File: src/rtl/jk_ctrl_pkg.sv
// Shared encodings for the JK counter sequencer: command op codes and FSM states.
package jk_ctrl_pkg;

  typedef enum logic [1:0] {
    OP_RUN_UP   = 2'b00,
    OP_RUN_DOWN = 2'b01,
    OP_LOAD     = 2'b10,
    OP_STOP     = 2'b11
  } op_e;

  typedef enum logic [1:0] {
    ST_CLR  = 2'b00,
    ST_IDLE = 2'b01,
    ST_LOAD = 2'b10,
    ST_RUN  = 2'b11
  } state_e;

endpackage

File: src/rtl/jk_count_ctrl.sv
// Command FSM that sequences a JK flop bank as a clearable, loadable up/down
// modulo counter with a run-time wrap limit and a registered terminal-count pulse.
module jk_count_ctrl
  import jk_ctrl_pkg::*;
#(
  parameter int WIDTH = 4
) (
  input  logic             clk,
  input  logic             cl,
  input  logic             cmd_valid,
  output logic             cmd_ready,
  input  logic [1:0]       cmd_op,
  input  logic [WIDTH-1:0] cmd_data,
  input  logic [WIDTH-1:0] limit,
  input  logic [WIDTH-1:0] q_in,
  output logic [WIDTH-1:0] j_out,
  output logic [WIDTH-1:0] k_out,
  output logic             busy,
  output logic             tc
);

  state_e           state;
  logic             dir_down;
  logic [WIDTH-1:0] ld_val;
  logic             wrap;
  logic [WIDTH-1:0] t_mask;
  logic             accept;
  op_e              op;

  assign op     = op_e'(cmd_op);
  assign accept = cmd_valid & cmd_ready;
  assign busy   = (state != ST_IDLE);

  // NOTE: every output gets a default first so no path through the case infers a latch.
  always_comb begin
    j_out     = '0;
    k_out     = '0;
    cmd_ready = 1'b0;
    wrap      = 1'b0;
    t_mask    = '0;
    case (state)
      ST_CLR: k_out = '1;
      ST_IDLE: cmd_ready = 1'b1;
      ST_LOAD: begin
        j_out = ld_val;
        k_out = ~ld_val;
      end
      ST_RUN: begin
        cmd_ready = 1'b1;
        if (dir_down) begin
          if (q_in == '0) begin
            wrap  = 1'b1;
            j_out = limit;
            k_out = ~limit;
          end else begin
            t_mask = q_in ^ (q_in - 1'b1);
            j_out  = t_mask;
            k_out  = t_mask;
          end
        end else begin
          // Anything at or above the limit wraps straight to zero.
          if (q_in >= limit) begin
            wrap  = 1'b1;
            k_out = '1;
          end else begin
            t_mask = q_in ^ (q_in + 1'b1);
            j_out  = t_mask;
            k_out  = t_mask;
          end
        end
      end
      default: ;
    endcase
  end

  // NOTE: sequential state uses non-blocking assignments only.
  always_ff @(posedge clk) begin
    if (cl) begin
      state    <= ST_CLR;
      dir_down <= 1'b0;
      ld_val   <= '0;
      tc       <= 1'b0;
    end else begin
      tc <= wrap;
      case (state)
        ST_CLR, ST_LOAD: state <= ST_IDLE;
        ST_IDLE, ST_RUN: begin
          if (accept) begin
            case (op)
              OP_RUN_UP: begin
                state    <= ST_RUN;
                dir_down <= 1'b0;
              end
              OP_RUN_DOWN: begin
                state    <= ST_RUN;
                dir_down <= 1'b1;
              end
              OP_LOAD: begin
                state  <= ST_LOAD;
                ld_val <= cmd_data;
              end
              default: state <= ST_IDLE;
            endcase
          end
        end
        default: state <= ST_CLR;
      endcase
    end
  end

endmodule

File: config.mk
export PLATFORM = sky130hd
export DESIGN_NAME = jk_count_ctrl
export DESIGN_NICKNAME = d
export VERILOG_FILES = /design/src/rtl/jk_ctrl_pkg.sv /design/src/rtl/jk_count_ctrl.sv
export SDC_FILE = /design/constraint.sdc
export NUM_CORES = 1
export LEC_CHECK = 0
export BUFFER_PORTS_ARGS = -buffer_cell sky130_fd_sc_hd__buf_2
export CAP_MARGIN = 20
export CORE_MARGIN = 2
export CORE_UTILIZATION = 42
export DETAILED_ROUTE_END_ITERATION = 16
export GPL_TIMING_DRIVEN = 0
export PLACE_DENSITY = 0.74
export SYNTH_ARGS = -nofsm -noshare
export SYNTH_HDL_FRONTEND = slang
export SYNTH_SLANG_ARGS = --single-unit
File: constraint.sdc
create_clock -name clk -period 1.1 [get_ports clk]
set_input_delay 0.11 -clock clk [delete_from_list [all_inputs] [get_ports clk]]
set_output_delay 0.11 -clock clk [all_outputs]
set_load 0.03 [all_outputs]
==> run summary <==
## Global routing
* **global routing usage summed across all routing layers** 0.2573
* **number of antenna violations at the first check in global routing** 0
* **vias in the first global route** 838
* **met3 GRT Util** 0.03265
* **GR Util met1** 0.2580
* **global-route wire length before repair** 3663 um
* **GR Overflow Total** 0
* **met2 Use GR** 0.4986
* **pin count of the biggest net entering global routing** 11
* **Most Used Layer, Global Route** met2

## Floorplan
* **boundary pin count** 28
* **Std-Cell Core Area** 0.001524 mm^2
* **initial core utilization** 0.4516
* **die extent in y** 44.48 um
* **std cell rows** 14
* **DIE AREA** 0.001978 mm^2
* **Die Wd** 44.48 um

## Cells and area
* **nets@finish** 153
* **number of fillers in the final layout** 49
* **growth of design area from synthesis to finish** 104.4%
* **Antenna diodes** 0
* **Final Non-Filler Cells** 144
* **ratio of cells with drive above 1 in the final layout** 0.6484
* **utilization after layout** 0.9228
* **final standard cell area without fillers** 0.001406 mm^2

## Detailed routing
* **Avg Vias per Cell** 6.076
* **antenna viol nets, final** 0
* **DRC viols** 0
* **average detailed-routed wire length per instance** 19.15 um
* **Via Count** 875
* **1st-pass router iterations** 7
* **starting DRC count in detailed routing** 14
* **final wirelength** 2758 um

## Outcome
* **result of the run** finished with violations
* **failing checks** negative setup slack

## STA
* **Final Max Tran Viols** 0
* **minimum period implied by the final worst setup slack** 1.533 ns
* **worst clock skew** 0.0009165 ns
* **Post-Route Hold Slack** 0.09122 ns
* **setup repair after global routing missed its margin** yes
* **Final setup viols** 13
* **final worst-path setup slack** -0.4330 ns
* **transition time at the pin with the least slew margin** 0.4139 ns
* **headroom to the max-slew limit** 0.7218
* **final worst path period share** 1.394
* **count of endpoints failing hold in the final timing report** 0
* **Max Clk Rate** 0.6523 GHz

## Power
* **IR drop worst, VDD** 479.3 uV
* **leakage** 0.5838 nW
* **total power of the final layout** 0.001024 W
* **power density over cell area** 727.9 mW/mm^2

## Setup path
* **required time at the worst-slack endpoint** 0.99 ns
* **category of the worst setup path capture point** output port
* **startpoint type of the worst setup path** input pin
* **Worst Path Max Fanout** 4
* **worst r2r path cells** 5
* **WP data arrival** 1.42 ns
* **crit path kind** input pin to output port

## Clocking
* **number of buffers inserted during clock tree synthesis** 3
* **clk root buf** sky130_fd_sc_hd__clkbuf_4
* **clk sinks** 8
* **hold buffers post-CTS** 0
* **Skew-Pair Late Insertion Delay** 0.26 ns
* **CTS tree** yes
* **H-tree lvl count** 1
* **maximum clock path buffer count** 2
* **register clock-pin slew on the reported worst setup and hold paths** 0.05 ns

## Job
* **count of maximum capacitance violations** 0

## Logic synthesis
* **part of the Yosys area used for sequential elements** 0.2327
* **post-synth design cell area** 688.2 um^2
* **count of yosys warnings during synthesis** 0
* **synthesized area per cell** 7.562 um^2
* **post-synth top area share** 0.2327
* **EDFF count, synth** 0
* **synth unique cells** 30
* **share of flip-flops with an asynchronous set or reset** 0
* **most used flip-flop cell after synthesis** sky130_fd_sc_hd__dfxtp_1
* **Synth area leader** sky130_fd_sc_hd__dfxtp_1
* **flops & latches, synth** 8
* **biggest area contributors in the synthesized netlist** sky130_fd_sc_hd__dfxtp_1 23%, sky130_fd_sc_hd__ha_1 11%, sky130_fd_sc_hd__mux2i_1 7.3%
* **Synth Instances** 91
* **post-synth net total** 114

## Hold path
* **cell count of the worst hold path** 3
* **Hold Path Class** input pin to flop

## Placed design
* **total instance count after detailed placement** 133
* **detailed placement HPWL** 1475 um
* **post-detailed-placement cell area** 0.001054 mm^2
* **weighted congestion at the end of routability-driven global placement** 0.8314
* **Port Buffer Count** 26

==> repair_timing <==
action                                  in CTS  in global routing
pin swaps                                   13                 10
endpoints found under the setup margin      14                 16
buffers inserted                             7                  3
gates resized for setup                     60                 13
==> worst paths after layout <==
kind | start | end | slack (ns)
worst max-delay path | q_in[1] | k_out[1] | -0.43
worst min-delay path | cmd_data[2] | ld_val[2] | 0.09
worst max register to register | state[0] | ld_val[3] | -0.06
worst min register to register | ld_val[1] | ld_val[1] | 0.56
==> cells in the mapped netlist (all sizes together), types with 3 or more instances <==
cell   instances
a21o           4
a21oi          6
dfxtp          8
ha             6
inv            6
mux2i          5
nand2         12
nand3          3
nor2           8
nor3b          5
o21ai          7
o31ai          3
==> critical path, stage by stage <==
cell and delay (ns):
sky130_fd_sc_hd__buf_12 0.12, sky130_fd_sc_hd__inv_12 0.04, sky130_fd_sc_hd__ha_4 0.13, sky130_fd_sc_hd__or3b_4 0.41, sky130_fd_sc_hd__o21ai_4 0.19, sky130_fd_sc_hd__a21oi_2 0.07
sky130_fd_sc_hd__o31ai_4 0.18, sky130_fd_sc_hd__buf_6 0.16
==> where the power goes <==
group	switching, W	leakage, nW	total [W]	internal [W]
clock network	0.000111	0.0138	0.000236	0.000126
logic	0.000244	0.503	0.000474	0.000230
registers	0.0000174	0.0670	0.000313	0.000296
total	0.000372	0.584	0.00102	0.000652
==> registers in the layout, summed over array words and instances (netlist names) <==
register / count
dir_down: 1
tc: 1
state: 2
ld_val: 4
==> per-stage QoR <==
| step | setup WS [ns] | TNS (ns) |
|---|---|---|
| 6_report | -0.4330 | -3.253 |
| 5_1_grt | -0.4908 | -3.689 |
| 4_1_cts | -0.4153 | -3.181 |
| 3_5_place_dp | -0.6690 | -5.459 |
| 3_3_place_gp | -0.6543 | -5.238 |
| 2_1_floorplan | -0.2340 | -1.388 |
==> cells in the final DEF (no fill, tap or decap), types with 2 or more instances in the layout <==
master	count
sky130_fd_sc_hd__nor3b_2	2
sky130_fd_sc_hd__mux2i_1	5
sky130_fd_sc_hd__nand2_1	9
sky130_fd_sc_hd__nor3b_4	2
sky130_fd_sc_hd__buf_6	16
sky130_fd_sc_hd__clkbuf_4	3
sky130_fd_sc_hd__buf_4	6
sky130_fd_sc_hd__a21oi_2	5
sky130_fd_sc_hd__ha_4	5
sky130_fd_sc_hd__o31ai_4	3
sky130_fd_sc_hd__buf_12	3
sky130_fd_sc_hd__dfxtp_4	3
sky130_fd_sc_hd__nand2_2	2
sky130_fd_sc_hd__inv_4	2
sky130_fd_sc_hd__clkbuf_1	2
sky130_fd_sc_hd__dfxtp_1	5
sky130_fd_sc_hd__o21ai_4	6
sky130_fd_sc_hd__buf_2	10
sky130_fd_sc_hd__a21o_1	3
sky130_fd_sc_hd__inv_12	2
sky130_fd_sc_hd__nor2_1	7
sky130_fd_sc_hd__nand3_1	3
==> final cells by class <==
class / count / area [um^2] / share of cell area
plain buffers: 3 / 18.77 / 0.01335
flip-flops and latches: 8 / 171.4 / 0.1219
inverters: 6 / 65.06 / 0.04626
well taps: 16 / 20.02 / 0.01423
clock buffers: 3 / 22.52 / 0.01601
repair buffers: 35 / 339.1 / 0.2411
multi-input cells: 73 / 769.5 / 0.5472
==> logic make-up after synthesis <==
family,Yosys count,synth area share
compound gates,26,0.2491
xor+xnor,1,0.01273
fa+ha+maj,6,0.1091
buf+inv,10,0.05818
flops,8,0.2327
mux,5,0.07273
simple gates,35,0.2654
==> per-layer routing <==
layer / share of wire / vias to the layer above
met1: 0.35 / 420
met3: 0.043 / 13
li1: - / 403
met4: 0.043 / 0
met2: 0.56 / 39
met5: 0 / -
Note: power is estimated with default switching activity, not from simulation.
